`config.mk`:
```
export PLATFORM = sky130hd
export DESIGN_NAME = ram
export DESIGN_NICKNAME = d
export VERILOG_FILES = /design/src/rtl/ram.sv
export SDC_FILE = /design/constraint.sdc
export NUM_CORES = 1
export LEC_CHECK = 0
export ABC_AREA = 1
export BUFFER_PORTS_ARGS = -buffer_cell sky130_fd_sc_hd__buf_2
export CAP_MARGIN = 25
export CELL_PAD_IN_SITES_DETAIL_PLACEMENT = 1
export CELL_PAD_IN_SITES_GLOBAL_PLACEMENT = 2
export CORE_MARGIN = 4
export CORE_UTILIZATION = 35
export CTS_BUF_LIST = sky130_fd_sc_hd__clkbuf_16
export CTS_CLUSTER_DIAMETER = 200
export CTS_CLUSTER_SIZE = 24
export DETAILED_ROUTE_END_ITERATION = 7
export GPL_ROUTABILITY_DRIVEN = 0
export GPL_TIMING_DRIVEN = 0
export PLACE_DENSITY = 0.71
export SYNTH_ARGS = -nofsm -noshare
export SYNTH_HDL_FRONTEND = slang
export SYNTH_SLANG_ARGS = --single-unit
```
`constraint.sdc`:
```
create_clock -name clk -period 2.4 [get_ports clk]
set_clock_uncertainty 0.05 [all_clocks]
set_input_delay 0 -clock clk [delete_from_list [all_inputs] [get_ports clk]]
set_output_delay 0 -clock clk [all_outputs]
set_load 0.05 [all_outputs]
```
`src/rtl/ram.sv`:
```
// rtl/ram.sv - single-port synchronous RAM with registered read data
// Reset clears every word; idle and write cycles drive dout to zero.
module ram #(
    parameter int DATA_WIDTH = 32,
    parameter int ADDR_WIDTH = 5,
    parameter int DEPTH      = 32
) (
    input  logic                  clk,
    input  logic                  rst,
    input  logic                  cen,
    input  logic                  wen,
    input  logic [ADDR_WIDTH-1:0] addr,
    input  logic [DATA_WIDTH-1:0] din,
    output logic [DATA_WIDTH-1:0] dout
);

    logic [DATA_WIDTH-1:0] mem [DEPTH];

    always_ff @(posedge clk) begin
        if (rst) begin
            for (int i = 0; i < DEPTH; i++) begin
                mem[i] <= '0;
            end
            dout <= '0;
        end else if (!cen) begin
            dout <= '0;
        end else if (wen) begin
            // No write-through: a write cycle presents zero on dout.
            mem[addr] <= din;
            dout      <= '0;
        end else begin
            dout <= mem[addr];
        end
    end

endmodule

```
## Word-level counts from Yosys, hierarchy flattened

Memories as Yosys holds them, arrays and structs flattened. A register that Yosys moved wholly into a read port is not among the register bits.
Cells that the tools add are included.

- Bits in registers: 0
- Memory bits (writable): 1024
- Input port bits: 41
- Output and inout bits: 32
- Word-level logic and storage cells: 13
- Memories: 1

- Mux-type cells: 9
- Bitwise operators: 1
- Reduce and logical (&&, ||, !) cells: 2

Memory list:

| name | depth | width | read ports | clocked after Yosys merged registers in | wr ports | RTL line | RTL |
|---|---|---|---|---|---|---|---|
| mem | 32 | 32 | 1 | 1 | 32 | 17 | `logic [DATA_WIDTH-1:0] mem [DEPTH];` |

Operator list:

| cell | number |
|---|---|
| $mux W32 | 1 |
| $reduce_or A32 Y1 | 1 |
| $mux W1 | 7 |
| $mux W5 | 1 |
| $reduce_or A3 Y1 | 1 |
| $not A1 Y1 | 1 |

## Logic depth before layout (Yosys ltp)

- Word-level depth: 6
- Gate-level depth with buffers: 11
- Mapped depth without buffers: 9

## Worst setup path before layout

Ideal clock, no wire load.

- Path type: in2reg
- From: input port rst
- To: memory mem[4][0] (enable)
- Data arrival time: 1.753 ns
- Slack: 0.207 ns
- Stages on the path: 6
- Cells stage by stage: inv_2 -> nand3_1 -> nor3_4 -> nand2_1 -> clkbuf_1 -> nand2_1

RTL lines:

| item | RTL line | RTL |
|---|---|---|
| start: declaration | 9 | `input logic rst,` |
| end: declaration | 17 |  |

==> impl_metrics.env <==
export IMPL_cts_max_path_buffers=3
export IMPL_hpwl_um=147000
export IMPL_worstPathArrival_ns=2.84
export IMPL_die_h_um=378
export IMPL_utilization=0.391
export IMPL_drc=0
export IMPL_worstSetupEndpointType="register"
export IMPL_postSynthCellCount=5314
export IMPL_worstHoldStart="addr[2]"
export IMPL_hold_ws_ns=0.0195
export IMPL_path_max_fanout=10
export IMPL_ys_ff_latch=1056
export IMPL_r2r_start="mem[25][8]"
export IMPL_wl_per_cell_um=27.0
export IMPL_criticalPathCategory="input pin to register"
export IMPL_syn_area_um2=47800
export IMPL_cts_sinks=1056
export IMPL_tightest_slew_ns=1.04
export IMPL_routed_wl_um=198000
export IMPL_grt_ovfl_total=0
export IMPL_pre_cts_slack_ns=-1.49
export IMPL_clock_fmax_ghz=0.417
export IMPL_period_minus_slack_ns=2.40
export IMPL_cp_buffers_inverters=5
export IMPL_cts_root_buffer="clkbuf_16"
export IMPL_p_per_area_nw_per_um2=664
export IMPL_grt_pass1_vias=36611
export IMPL_slowest_delay_ns=0.62
export IMPL_ant_nets=0
export IMPL_cap_viol_max_count=0
export IMPL_p_leak_nw=22.7
export IMPL_slew_headroom=0.303
export IMPL_clock_latency_ns=0.69
export IMPL_synth_seq_area_share=0.657
export IMPL_crit_family="buffers and inverters"
export IMPL_grtUsageTotal=0.275
export IMPL_die_area_um2=143000
export IMPL_h_tree_depth=2
export IMPL_drtPass1Iterations=5
export IMPL_die_width_um=378
export IMPL_start_util=0.353
export IMPL_rows=135
export IMPL_pin_count=73
export IMPL_rsz0062_at_grt="no"
export IMPL_final_setup_tns_ns=0
export IMPL_cts_clk_slew_worst_paths_ns=0.10
export IMPL_drt_initial_drc_count=3355
export IMPL_setup_viol=0
export IMPL_stdcell_count=7320
export IMPL_finalHoldViolations=0
export IMPL_fin_ws_ns=0.00329
export IMPL_start_kind="input pin"
export IMPL_grt_max_degree=33
export IMPL_core_area_um2=136000
export IMPL_vias=37403
export IMPL_port_buffers=69
export IMPL_placed_cells=7200
export IMPL_outcome="complete, no violations"
export IMPL_nets=5560
export IMPL_drive_gt1_frac=0.0670
export IMPL_path_cells="buf_2, clkinv_1, clkbuf_2, buf_8, clkbuf_1, nand2_1, nand2_1, nand2_1, nand2_1, nor2_1, a21oi_1"
export IMPL_antenna_found_initial=10
export IMPL_slew_viol_final=0
export IMPL_final_cell_area_um2=53000
export IMPL_ys_types=16
export IMPL_slowest_stage="nor2_1"
export IMPL_cts_made_buffers=49
export IMPL_avgViaCountPerCell=5.11
export IMPL_dpl_cell_area_um2=51200
export IMPL_cpMostUsedCell="nand2_1"
export IMPL_synth_fp_nets=5355
export IMPL_power_mw=35.2
export IMPL_crit_path_start="addr[1]"
export IMPL_ir_drop_mv=0.473
export IMPL_syn_avg_cell_area_um2=9.00
export IMPL_grt_pass1_wl_um=275000
export IMPL_area_growth_pct=10.9
export IMPL_yosysWarningCount=0
export IMPL_critical_path_required_ns=2.85
export IMPL_fin_crit_sh=0.999
export IMPL_cts_tree="done"
export IMPL_hold_class="input pin to register"
==> synth_stat cells <==
cell type,number,area share
nand2_1,2592,0.20
nor2_1,1088,0.085
edfxtp_1,1024,0.64
clkbuf_1,245,0.019
buf_2,136,0.014
nand3_1,97,0.010
inv_1,35,0.0027
a21oi_1,32,0.0033
dfxtp_1,32,0.013
buf_1,16,0.0013
nor3_2,8,0.0017
nor3_4,4,0.0014
inv_2,2,0.00016
buf_4,1,0.00016
clkinv_1,1,0.000078
nand3b_1,1,0.00016
==> path summary, 6_finish.rpt <==
kind	endpoint	slack (ns)	depth (start not counted)
worst max-delay path	dout[8]	0.003	11
worst min-delay path	mem[17][1]	0.02	4
worst max register to register	dout[8]	0.29	8
worst min register to register	dout[26]	0.85	8
==> layer usage <==
layer / routed length (um) / global-route usage / part of all wire / up-vias
met1: 87700 / 0.383 / 0.44 / 18940
met2: 89300 / 0.435 / 0.45 / 1068
met5: 0 / 0 / 0 / -
met4: 9340 / 0.109 / 0.047 / 0
met3: 11300 / 0.0365 / 0.057 / 222
li1: - / - / - / 17173
==> registers in the layout, indices dropped and copies added, names as in the netlist <==
| register | cells |
|---|---|
| dout | 32 |
| mem | 1024 |
==> where the power goes <==
group | switching [mW] | internal, mW
registers | 0.251 | 21.1
logic | 3.23 | 0.905
clock network | 6.05 | 3.71
==> final cells by class <==
class                   instances  area (um^2)
flip-flops and latches       1056        31400
repair buffers                154         1530
fillers                     15838        82600
well taps                    1781         2230
clock inverters                20         75.1
plain buffers                 398         1680
inverters                      38          143
diodes                          2         5.00
multi-input cells            3822        14800
clock buffers                  49         1230
==> kinds of logic after synthesis <==
family | Yosys count | synth area share
AO/OA/AOI/OAI | 32 | 0.00335
flip-flops | 1056 | 0.657
AND/OR/NAND/NOR | 3790 | 0.302
buffers and inverters | 436 | 0.0379
==> cell usage in the layout, fill, tap and decap left out <==
cell type	instances
buf_16	6
nor2_2	14
diode_2	2
inv_2	2
nand3_2	1
clkinv_1	1
nand3b_1	1
edfxtp_1	1024
buf_12	20
dfxtp_1	32
buf_2	206
nand3_1	96
buf_6	3
inv_1	55
clkbuf_1	240
nand2_4	1
dlygate4sd3_1	35
nand2_2	29
buf_8	10
clkbuf_2	6
nor2_1	1074
nor3_2	5
buf_4	12
clkbuf_16	49
buf_1	14
nand2_1	2562
a21oi_1	32
nor3_4	7
==> worst reg2reg max path: cells and delay by family (launching register included) <==
| kind | cells | cell delay, ns |
|---|---|---|
| AND/OR/NAND/NOR | 7 | 1.23 |
| flip-flops | 1 | 0.37 |
| AO/OA/AOI/OAI | 1 | 0.28 |
==> repair_timing <==
action                     in CTS  in global routing
setup endpoints to repair    1055                104
buffers inserted               12                  0
gates resized for setup        11                 24
hold endpoints to repair       76                  4
pin swaps                       4                  0
gates cloned                    0                  0
hold buffers                   34                  1
Power figures use the tool's default switching activity.
